==> config.mk <==
export PLATFORM = sky130hd
export DESIGN_NAME = board_sequencer_flat
export DESIGN_NICKNAME = d
export VERILOG_FILES = /design/src/rtl/board_sequencer_if.sv /design/src/rtl/board_sequencer.sv /design/src/flat_wrapper.sv
export SDC_FILE = /design/constraint.sdc
export NUM_CORES = 1
export LEC_CHECK = 0
export ABC_AREA = 1
export CORE_MARGIN = 5
export CORE_UTILIZATION = 35
export DETAILED_ROUTE_END_ITERATION = 10
export RECOVER_POWER = 50
export SLEW_MARGIN = 40
export SYNTH_ARGS = -nofsm -noshare
export SYNTH_HDL_FRONTEND = slang
export SYNTH_SLANG_ARGS = --single-unit
==> constraint.sdc <==
create_clock -name clk -period 1.8 [get_ports clk]
set_input_delay 0.27 -clock clk [delete_from_list [all_inputs] [get_ports clk]]
set_output_delay 0.27 -clock clk [all_outputs]
set_load 0.03 [all_outputs]
==> src/rtl/board_sequencer_if.sv <==
// rtl/board_sequencer_if.sv - move strobe and board/status bundle between turn logic and board sequencer
interface board_sequencer_if;
    logic       move_valid;
    logic [3:0] location;
    logic [1:0] mark;
    logic [1:0] a0, a1, a2, a3, a4, a5, a6, a7, a8;
    logic       busy;
    logic       illegal_move;
    logic       gameend;
    logic [1:0] winner;
    logic [3:0] fade_loc;

    modport master (
        output move_valid, location, mark,
        input  a0, a1, a2, a3, a4, a5, a6, a7, a8,
        input  busy, illegal_move, gameend, winner, fade_loc
    );

    modport slave (
        input  move_valid, location, mark,
        output a0, a1, a2, a3, a4, a5, a6, a7, a8,
        output busy, illegal_move, gameend, winner, fade_loc
    );
endinterface

==> src/rtl/board_sequencer.sv <==
// rtl/board_sequencer.sv - elimination tic-tac-toe board owner: evict, place, win check
// Optional BOARD_FADE_HINT_EN: drive fade_loc with the next mover's cell due for eviction.
module board_sequencer #(
    parameter int MAX_MARKS = 3
) (
    input  logic             clk,
    input  logic             rst,
    board_sequencer_if.slave bus
);
    localparam logic [1:0] MARK_X = 2'b10;
    localparam logic [1:0] MARK_O = 2'b01;
    localparam logic [1:0] LAST   = 2'(MAX_MARKS - 1);
    localparam logic [2:0] FULL   = 3'(MAX_MARKS);

    typedef enum logic [2:0] {S_IDLE, S_EVICT, S_PLACE, S_CHECK, S_END} state_t;

    state_t           state, state_n;
    logic [8:0][1:0]  cells;
    logic [3:0]       x_fifo [MAX_MARKS];
    logic [3:0]       o_fifo [MAX_MARKS];
    logic [1:0]       x_rd, x_wr, o_rd, o_wr;
    logic [2:0]       x_cnt, o_cnt;
    logic [3:0]       lat_loc;
    logic [1:0]       lat_mark;
    logic             illegal_q, gameend_q;
    logic [1:0]       winner_q;

    logic             legal, mover_full, win;
    logic             do_latch, do_evict, do_place, do_win, illegal_n;

    function automatic logic [1:0] ptr_inc(input logic [1:0] p);
        return (p == LAST) ? 2'd0 : p + 2'd1;
    endfunction

    function automatic logic line_win(input logic [8:0][1:0] b, input logic [1:0] m);
        logic hit;
        hit = 1'b0;
        for (int r = 0; r < 3; r++) begin
            if (b[3*r] == m && b[3*r+1] == m && b[3*r+2] == m) hit = 1'b1;
            if (b[r] == m && b[r+3] == m && b[r+6] == m) hit = 1'b1;
        end
        if (b[0] == m && b[4] == m && b[8] == m) hit = 1'b1;
        if (b[2] == m && b[4] == m && b[6] == m) hit = 1'b1;
        return hit;
    endfunction

    always_comb begin
        legal      = !gameend_q && (bus.mark == MARK_X || bus.mark == MARK_O) &&
                     (bus.location <= 4'd8) && (cells[bus.location] == 2'b00);
        mover_full = (bus.mark == MARK_X) ? (x_cnt == FULL) : (o_cnt == FULL);
        // Only the latched mover can have completed a line this move.
        win        = line_win(cells, lat_mark);
    end

    always_comb begin
        state_n   = state;
        do_latch  = 1'b0;
        do_evict  = 1'b0;
        do_place  = 1'b0;
        do_win    = 1'b0;
        illegal_n = 1'b0;
        case (state)
            S_IDLE: begin
                if (bus.move_valid) begin
                    if (legal) begin
                        do_latch = 1'b1;
                        state_n  = mover_full ? S_EVICT : S_PLACE;
                    end else begin
                        illegal_n = 1'b1;
                    end
                end
            end
            S_EVICT: begin
                do_evict = 1'b1;
                state_n  = S_PLACE;
            end
            S_PLACE: begin
                do_place = 1'b1;
                state_n  = S_CHECK;
            end
            S_CHECK: begin
                if (win) begin
                    do_win  = 1'b1;
                    state_n = S_END;
                end else begin
                    state_n = S_IDLE;
                end
            end
            S_END:   state_n = S_END;
            default: state_n = S_IDLE;
        endcase
    end

    always_ff @(posedge clk or negedge rst) begin
        if (!rst) state <= S_IDLE;
        else      state <= state_n;
    end

    always_ff @(posedge clk or negedge rst) begin
        if (!rst) begin
            cells     <= '0;
            x_rd      <= '0;
            x_wr      <= '0;
            o_rd      <= '0;
            o_wr      <= '0;
            x_cnt     <= '0;
            o_cnt     <= '0;
            lat_loc   <= '0;
            lat_mark  <= '0;
            illegal_q <= 1'b0;
            gameend_q <= 1'b0;
            winner_q  <= 2'b00;
            for (int i = 0; i < MAX_MARKS; i++) begin
                x_fifo[i] <= '0;
                o_fifo[i] <= '0;
            end
        end else begin
            illegal_q <= illegal_n;
            if (do_latch) begin
                lat_loc  <= bus.location;
                lat_mark <= bus.mark;
            end
            if (do_evict) begin
                if (lat_mark == MARK_X) begin
                    cells[x_fifo[x_rd]] <= 2'b00;
                    x_rd                <= ptr_inc(x_rd);
                    x_cnt               <= x_cnt - 3'd1;
                end else begin
                    cells[o_fifo[o_rd]] <= 2'b00;
                    o_rd                <= ptr_inc(o_rd);
                    o_cnt               <= o_cnt - 3'd1;
                end
            end
            if (do_place) begin
                cells[lat_loc] <= lat_mark;
                if (lat_mark == MARK_X) begin
                    x_fifo[x_wr] <= lat_loc;
                    x_wr         <= ptr_inc(x_wr);
                    x_cnt        <= x_cnt + 3'd1;
                end else begin
                    o_fifo[o_wr] <= lat_loc;
                    o_wr         <= ptr_inc(o_wr);
                    o_cnt        <= o_cnt + 3'd1;
                end
            end
            if (do_win) begin
                gameend_q <= 1'b1;
                winner_q  <= lat_mark;
            end
        end
    end

`ifdef BOARD_FADE_HINT_EN
    logic [3:0] fade_q;

    // Hint targets the player who moves next, i.e. the one who did not just move.
    always_ff @(posedge clk or negedge rst) begin
        if (!rst) begin
            fade_q <= 4'hF;
        end else if (state == S_CHECK) begin
            if (do_win)
                fade_q <= 4'hF;
            else if (lat_mark == MARK_X)
                fade_q <= (o_cnt == FULL) ? o_fifo[o_rd] : 4'hF;
            else
                fade_q <= (x_cnt == FULL) ? x_fifo[x_rd] : 4'hF;
        end
    end

    assign bus.fade_loc = fade_q;
`else
    assign bus.fade_loc = 4'hF;
`endif

    assign bus.a0           = cells[0];
    assign bus.a1           = cells[1];
    assign bus.a2           = cells[2];
    assign bus.a3           = cells[3];
    assign bus.a4           = cells[4];
    assign bus.a5           = cells[5];
    assign bus.a6           = cells[6];
    assign bus.a7           = cells[7];
    assign bus.a8           = cells[8];
    assign bus.busy         = (state != S_IDLE);
    assign bus.illegal_move = illegal_q;
    assign bus.gameend      = gameend_q;
    assign bus.winner       = winner_q;
endmodule
==> src/flat_wrapper.sv <==
// flat-port wrapper written by rule: the top's interface ports become plain ports
module board_sequencer_flat 
#(
    parameter int MAX_MARKS = 3
)
  (clk, rst, bus_move_valid, bus_location, bus_mark, bus_a0, bus_a1, bus_a2, bus_a3, bus_a4, bus_a5, bus_a6, bus_a7, bus_a8, bus_busy, bus_illegal_move, bus_gameend, bus_winner, bus_fade_loc);
  board_sequencer_if bus_i ();
  input  logic clk;
  input  logic rst;
  input wire logic [$bits(bus_i.move_valid)-1:0] bus_move_valid;
  input wire logic [$bits(bus_i.location)-1:0] bus_location;
  input wire logic [$bits(bus_i.mark)-1:0] bus_mark;
  output wire logic [$bits(bus_i.a0)-1:0] bus_a0;
  output wire logic [$bits(bus_i.a1)-1:0] bus_a1;
  output wire logic [$bits(bus_i.a2)-1:0] bus_a2;
  output wire logic [$bits(bus_i.a3)-1:0] bus_a3;
  output wire logic [$bits(bus_i.a4)-1:0] bus_a4;
  output wire logic [$bits(bus_i.a5)-1:0] bus_a5;
  output wire logic [$bits(bus_i.a6)-1:0] bus_a6;
  output wire logic [$bits(bus_i.a7)-1:0] bus_a7;
  output wire logic [$bits(bus_i.a8)-1:0] bus_a8;
  output wire logic [$bits(bus_i.busy)-1:0] bus_busy;
  output wire logic [$bits(bus_i.illegal_move)-1:0] bus_illegal_move;
  output wire logic [$bits(bus_i.gameend)-1:0] bus_gameend;
  output wire logic [$bits(bus_i.winner)-1:0] bus_winner;
  output wire logic [$bits(bus_i.fade_loc)-1:0] bus_fade_loc;
  assign bus_i.move_valid = bus_move_valid;
  assign bus_i.location = bus_location;
  assign bus_i.mark = bus_mark;
  assign bus_a0 = bus_i.a0;
  assign bus_a1 = bus_i.a1;
  assign bus_a2 = bus_i.a2;
  assign bus_a3 = bus_i.a3;
  assign bus_a4 = bus_i.a4;
  assign bus_a5 = bus_i.a5;
  assign bus_a6 = bus_i.a6;
  assign bus_a7 = bus_i.a7;
  assign bus_a8 = bus_i.a8;
  assign bus_busy = bus_i.busy;
  assign bus_illegal_move = bus_i.illegal_move;
  assign bus_gameend = bus_i.gameend;
  assign bus_winner = bus_i.winner;
  assign bus_fade_loc = bus_i.fade_loc;
  board_sequencer #(.MAX_MARKS(MAX_MARKS)) u_core (.clk(clk), .rst(rst), .bus(bus_i));
endmodule
==> results of run 1 <==
synthesized netlist by cell type, types with 2 or more instances:
master                     count
sky130_fd_sc_hd__inv_1        62
sky130_fd_sc_hd__buf_2         2
sky130_fd_sc_hd__a21oi_1       6
sky130_fd_sc_hd__nor2_1       61
sky130_fd_sc_hd__nand4_1       8
sky130_fd_sc_hd__nor3_1        8
sky130_fd_sc_hd__nand3_1      32
sky130_fd_sc_hd__buf_4         4
sky130_fd_sc_hd__ha_1          5
sky130_fd_sc_hd__nor3_4        2
sky130_fd_sc_hd__o21ai_0      38
sky130_fd_sc_hd__xor2_1        8
sky130_fd_sc_hd__inv_2         4
sky130_fd_sc_hd__nor2_8        2
sky130_fd_sc_hd__clkbuf_1      2
sky130_fd_sc_hd__o21ai_1       7
sky130_fd_sc_hd__nand3_4       3
sky130_fd_sc_hd__nand2_1     215
sky130_fd_sc_hd__dfrtp_1      69
metrics by stage:
step / instance area, um^2 / setup slack [ps] / instances / hold slack, ps
after floorplan: 3980 / 216.0 / 559 / -25.59
after global placement: 4632 / -16.59 / 745 / 322.2
after global routing: 5009 / -1.279 / 764 / 506.6
after CTS: 4925 / 24.52 / 761 / 473.7
final: 5009 / 105.0 / 764 / 468.5
after detailed placement: 4632 / -71.53 / 745 / 327.2
worst max-delay path by stage:
stage | startpoint | endpoint | cells past startpoint
after global placement | bus_location[0] | u_core.lat_mark[1] | 13
after floorplan | u_core.state[1] | u_core.lat_loc[0] | 8
final | u_core.bus.a2[0] | bus_a2[0] | 1
after CTS | u_core.lat_mark[0] | u_core.bus.winner[1] | 12
after global routing | u_core.x_rd[0] | u_core.bus.a7[1] | 10
after detailed placement | bus_location[0] | u_core.lat_loc[3] | 11
power by group through the flow:
stage	combinational [mW]	clock, mW	sequential, mW
CTS	4.83	1.70	2.77
floorplan	2.90	0	3.00
finish	5.05	1.66	2.79
global route	5.66	1.76	2.89
global placement	4.72	0	2.76
detailed placement	4.81	0	2.78
layer usage:
layer | wire (um) | vias to the layer above | part of all wire [%] | GRT usage (%)
li1 | - | 1871 | - | -
met1 | 4632 | 1697 | 47 | 19.72
met2 | 4511 | 89 | 45 | 25.10
met3 | 471 | 23 | 4.7 | 3.109
met4 | 318 | 0 | 3.2 | 8.662
met5 | 0 | - | 0 | 0
state kept, by name (all words and copies together) (netlist names), named ones only:
register                 flops
u_core.state                 3
u_core.bus.a8                2
u_core.bus.a7                2
u_core.bus.a3                2
u_core.bus.a6                2
u_core.lat_mark              2
u_core.bus.winner            2
u_core.x_cnt                 2
u_core.x_fifo               12
u_core.o_rd                  2
u_core.bus.illegal_move      1
u_core.bus.a4                2
u_core.o_fifo               12
u_core.bus.a1                2
u_core.x_wr                  2
u_core.bus.a5                2
u_core.bus.a2                2
u_core.bus.a0                2
u_core.x_rd                  2
u_core.lat_loc               4
u_core.o_cnt                 3
u_core.bus.gameend           1
u_core.o_wr                  2
cell type report:
type                    instances  area share, %
flip-flops and latches         69          34.57
multi-input cells             413          39.62
clock buffers                  14          5.471
well taps                     140          3.497
inverters                      68          5.271
repair buffers                 59          11.47
clock inverters                 1        0.09993
logic make-up (layout without fill, tap and decap cells):
family / count (synthesis) / in the layout / synth area share, %
flops: 69 / 69 / 43.51
simple gates: 336 / 336 / 36.70
other cells: 1 / 4 / 0.09449
xor+xnor: 9 / 9 / 1.986
compound gates: 59 / 59 / 8.134
buf+inv: 77 / 142 / 8.007
fa+ha+maj: 5 / 5 / 1.576
repair_timing:
item / 4_1_cts / 5_1_grt
buffers inserted: 0 / 2
endpoints found under the setup margin: 2 / 26
endpoints found under the hold margin: 69 / 0
cloned: 0 / 1
pin swaps: 0 / 6
hold buffers: 1 / 0
resized for setup: 4 / 27
==> reports/results.txt, run 1 <==
count of nets after finishing: 634
RePlAce Congestion: 0.8716
maximum resistive drop on vdd: 1.056 mV
Final setup violation count: 0
library cell contributing the largest single delay on the critical path: sky130_fd_sc_hd__clkdlybuf4s50_1
htree depth: 3
antenna viol nets, final: 0
Seq pwr share: 29.4%
number of cells traversed by the worst hold path: 2
synthesis-stage register bit count: 69
effective utilization at floorplan: 36.14%
DRC violations left: 0
endpoint of the worst hold-timing path: u_core.bus.winner[0]
Max Cap Viol: 0
Multi-input gate area: 0.001984 mm^2
Min Clock Period, post-route: 1695 ps
clock root buffer: sky130_fd_sc_hd__clkbuf_16
number of antenna violations at the first check in global routing: 0
maximum clock path buffer count: 2
floorplan die area: 0.01357 mm^2
Wirelength per Cell: 13.00 um
share of total power consumed by net switching: 45.68%
Critical R2R Capture: u_core.o_fifo[11]
Worst EP required: 1530 ps
area growth from synthesis to layout: 26.20%
clock-pin transition on the worst setup and hold timing paths: 50 ps
startpoint of the worst register-to-register path: u_core.state[2]
first-pass GRT wire length: 16,550 um
clock tree skew after final layout: 7.343 ps
routed via count: 3,680
Top delay family on crit path: buffers and inverters
leakage power summed over all cells: 2.506 nW
Final Core Density: 45.60%
count of different cell masters after synthesis: 37
slowest cell delay on critical path: 690 ps
area inside the core boundary: 0.01098 mm^2
power density over cell area: 1899 mW/mm^2
Congestion Overflow GR: 0
proportion of synthesized chip area in sequential cells: 43.51%
library cell occupying the most area in the post-synthesis netlist: sky130_fd_sc_hd__dfrtp_1
relative contribution of the clock network to total power: 17.5%
detailed-placement wirelength estimate: 7434 um
kind of launch point of the worst setup path: register
number of warnings reported in the yosys synthesis log: 0
internal portion of total power: 5.165 mW
power dissipated by switching net loads: 4.344 mW
number of diodes added for antenna fixing: 0
number of synthesized flops with an enable pin: 0
leading cell types in the layout, fill and taps excluded: sky130_fd_sc_hd__nand2_1, sky130_fd_sc_hd__dfrtp_1, sky130_fd_sc_hd__inv_1
clock buffer count from CTS: 9
worst-path fanout max: 4
total global routing track utilization: 15.63%
wire length reported by the detailed router: 9933 um
Mean Syn Cell Area: 7.138 um^2
main area contributors after synthesis: sky130_fd_sc_hd__dfrtp_1, sky130_fd_sc_hd__nand2_1, sky130_fd_sc_hd__inv_1
die width: 116.5 um
number of DRC violations after detailed-routing iteration 0: 307
critical path start-end classification: reg2out
Top FF cell, synth: sky130_fd_sc_hd__dfrtp_1
TritonCTS clock tree: yes
slew at the pin closest to its max-slew limit: 940.3 ps
Fmax: 590.0 MHz
pin count of the biggest net entering global routing: 70
max-slew violation count: 0
r2r worst-path depth: 7
run status: finished, final reports clean
area share of the largest cell type after synthesis: 43.51%
height of the die: 116.5 um
number of global-route vias before repair: 3,531
Hold Vio Cnt, Final: 0
number of instances in the synthesized netlist: 556
endpoint arrival time on the critical path: 1420 ps
combinational share of power: 53.2%
RSZ-0062 raised after global routing: true
HP Start: u_core.bus.winner[0]
insertion delay of the later-clocked pin in the worst-skew pair: 330 ps
share of synthesized registers carrying an async set or reset: 100.0%
Hold Path Class: reg2reg
Critical Path End Type: primary output
drt via density: 4.817
Filler cells: 1,080
sequential cell area: 0.001732 mm^2
post-route fraction of the period consumed by the critical path: 94.17%
I/O pin total: 36
most common cell after layout, fill and taps aside: sky130_fd_sc_hd__nand2_1
share of layout cells above drive strength 1: 13.14%
number of iterations in the first detailed-routing pass: 5
combined area of all synthesized cells: 0.003969 mm^2
overall power: 9.509 mW
final-layout setup total negative slack: 0 ps
clock tree sinks: 69
series of cell instances along the critical path: clkdlybuf4s50_1
flop-to-flop setup slack: 130 ps
count of buffer and inverter cells on the critical path: 1
total of buffers placed on input and output ports: 31
relative max-transition margin: 37.31%
Core Rows: 38
Note: power is estimated with default switching activity, not from simulation.
==> run 2: changes to the inputs <==
--- a/config.mk
+++ b/config.mk
@@ -8,2 +8,3 @@
 export ABC_AREA = 1
+export CORE_ASPECT_RATIO = 1.25
 export CORE_MARGIN = 5
==> constraint.sdc (replaced) <==
create_clock -name clk -period 1.8 [get_ports clk]
set_input_delay 0.36 -clock clk [delete_from_list [all_inputs] [get_ports clk]]
set_output_delay 0.36 -clock clk [all_outputs]
set_load 0.03 [all_outputs]
==> run 2 against run 1 <==
  * Hold slack got worse by 190 ps
  * Clock-buffer cell count down 2
  * Largest power group unchanged
  * Maximum frequency fell by 3.9%
  * Flip-flop and latch count unchanged
  * Global-route usage up 0.19 points
  * Sequential power is 1% lower
  * Wire length rose by 2.7%
  * Critical path depth unchanged
  * Via count shrank 0.87%
  * Largest cell class unchanged
  * Combinational power shrank 1%
==> reports/results.txt, run 2 (same netlist as run 1, synthesis figures left out) <==
run status: finished, final reports clean
Wirelength per Cell: 13.33 um (+2.5%)
routed via count: 3,648 (-0.87%)
DRC violations left: 0 (unchanged)
worst slack on hold paths: 282.7 ps (-185.8 ps)
slowest cell delay on critical path: 690 ps (about the same)
drt via density: 4.769 (-1.0%)
area inside the core boundary: 0.01108 mm^2 (+0.91%)
hold buffer count at cts: 0 (-1)
Worst EP required: 1440 ps (-90 ps)
power density over cell area: 1938 mW/mm^2 (+2.1%)
maximum clock path buffer count: 2 (unchanged)
number of antenna violations at the first check in global routing: 0 (unchanged)
Seq pwr share: 28.4% (-1.0 points)
share of total power consumed by net switching: 45.21% (-0.47 points)
r2r worst-path depth: 14 (+7)
leading cell types in the layout, fill and taps excluded: sky130_fd_sc_hd__nand2_1, sky130_fd_sc_hd__dfrtp_1, sky130_fd_sc_hd__inv_1
Fmax: 566.8 MHz (-3.9%)
most common cell after layout, fill and taps aside: sky130_fd_sc_hd__nand2_1
clock root buffer: sky130_fd_sc_hd__clkbuf_16
area growth from synthesis to layout: 25.73%
number of DRC violations after detailed-routing iteration 0: 165 (-46%)
floorplan die area: 0.01358 mm^2 (+0.10%)
final-layout setup total negative slack: 0 ps (unchanged)
antenna viol nets, final: 0 (unchanged)
Critical Path End Type: primary output
count of buffer and inverter cells on the critical path: 1 (unchanged)
share of layout cells above drive strength 1: 13.65% (+0.51 points)
Max Cap Viol: 0 (unchanged)
series of cell instances along the critical path: clkdlybuf4s50_1
number of global-route vias before repair: 3,512 (-0.54%)
kind of launch point of the worst setup path: register
Min Clock Period, post-route: 1764 ps (+69.19 ps)
Congestion Overflow GR: 0 (unchanged)
insertion delay of the later-clocked pin in the worst-skew pair: 330 ps (about the same)
RSZ-0062 raised after global routing: false
critical path start-end classification: reg2out
total of buffers placed on input and output ports: 31 (unchanged)
Filler cells: 1,142 (+5.7%)
I/O pin total: 36 (unchanged)
Hold Path Class: in2async
height of the die: 129.1 um (+11%)
combinational share of power: 51.7% (-1.5 points)
number of stages on the worst setup path: 1 (unchanged)
clock buffer count from CTS: 9 (unchanged)
endpoint arrival time on the critical path: 1400 ps (-20 ps)
Hold Vio Cnt, Final: 0 (unchanged)
count of nets after finishing: 639 (+0.79%)
Final setup violation count: 0 (unchanged)
effective utilization at floorplan: 35.81% (-0.33 points)
standard cell area after detailed placement: 0.004661 mm^2 (+0.62%)
clock tree skew after final layout: 5.390 ps (-1.953 ps)
internal portion of total power: 5.299 mW (+2.6%)
first-pass GRT wire length: 17,350 um (+4.8%)
library cell contributing the largest single delay on the critical path: sky130_fd_sc_hd__clkdlybuf4s50_1
overall power: 9.671 mW (+1.7%)
max-slew violation count: 0 (unchanged)
worst-path fanout max: 3 (-1)
slew at the pin closest to its max-slew limit: 967.8 ps (+27.43 ps)
maximum resistive drop on vdd: 0.5020 mV (-52%)
RePlAce Congestion: 0.8418 (-3.4%)
detailed-placement wirelength estimate: 7935 um (+6.7%)
Top delay family on crit path: buffers and inverters
relative contribution of the clock network to total power: 19.9% (+2.4 points)
Finished Cell Area: 0.004990 mm^2 (-0.37%)
number of diodes added for antenna fixing: 0 (unchanged)
number of iterations in the first detailed-routing pass: 4 (-1)
wire length reported by the detailed router: 10,200 um (+2.7%)
clock-pin transition on the worst setup and hold timing paths: 50 ps (about the same)
leakage power summed over all cells: 2.558 nW (+2.1%)
total global routing track utilization: 15.82% (+0.19 points)
clock tree sinks: 69 (unchanged)
TritonCTS clock tree: yes
largest registers ranked by flip-flop count: u_core.o_fifo x12, u_core.x_fifo x12, u_core.lat_loc x4
htree depth: 3 (unchanged)
pin count of the biggest net entering global routing: 70 (unchanged)
die width: 105.2 um (-9.6%)
Final Core Density: 45.02% (-0.58 points)
Core Rows: 43 (+13%)
power dissipated by switching net loads: 4.372 mW (+0.66%)
post-route fraction of the period consumed by the critical path: 98.01% (+3.8 points)
relative max-transition margin: 35.48% (-1.8 points)
run 2: changes by cell type in the layout (fill, tap and decap cells not counted), sizes merged, moves of 2 or more:
cell	change
clkdlybuf4s50	-9
buf	+8
clkbuf	+4
bufinv	+2
dlygate4sd3	-2
dlymetal6s2s	+2
run 2: repair_timing:
action                     4_1_cts  5_1_grt
gates resized for setup          5       35
setup endpoints to repair        4       37
setup buffers                    0        1
pin swaps                        0        5
run 2: metal layers:
layer / wire, um / global-route usage (%)
met5: 0 / 0
met4: 153 / 5.342
met1: 4233 / 18.57
met3: 312 / 2.541
met2: 5499 / 29.17
run 2: metrics by stage:
step,cells,setup WS [ps]
final,765,35.82
after global placement,748,-109.5
after global routing,765,2.658
after CTS,764,1.815
after detailed placement,748,-135.8
after floorplan,559,216.0
run 2: layout make-up:
class / count / area [um^2] / area share (%)
clock buffer: 12 / 256.5 / 5.140
clock inverter: 4 / 70.07 / 1.404
tap: 135 / 168.9 / 3.385
inverter: 68 / 261.5 / 5.241
timing repair buffer: 64 / 528.0 / 10.58
multi-input combinational: 413 / 1973 / 39.54
sequential: 69 / 1732 / 34.70
run 2: path summary, 6_finish.rpt:
check | startpoint | end | slack [ps]
min | rst | u_core.bus.gameend | 280
min in group clk | u_core.o_cnt[2] | u_core.o_cnt[2] | 470
min reg2reg | u_core.o_cnt[2] | u_core.o_cnt[2] | 470
max reg2reg | u_core.lat_mark[1] | u_core.bus.winner[1] | 140
max | u_core.bus.a7[0] | bus_a7[0] | 40
max in group asynchronous | rst | u_core.o_rd[1] | 820
run 2: power by group through the flow:
stage               registers (mW)  logic (mW)  clock network (mW)
CTS                           2.73        5.03                1.97
global placement              2.73        4.90                   0
detailed placement            2.74        5.00                   0
finish                        2.75        5.00                1.93
global route                  2.85        5.66                2.04
floorplan                     3.00        2.90                   0
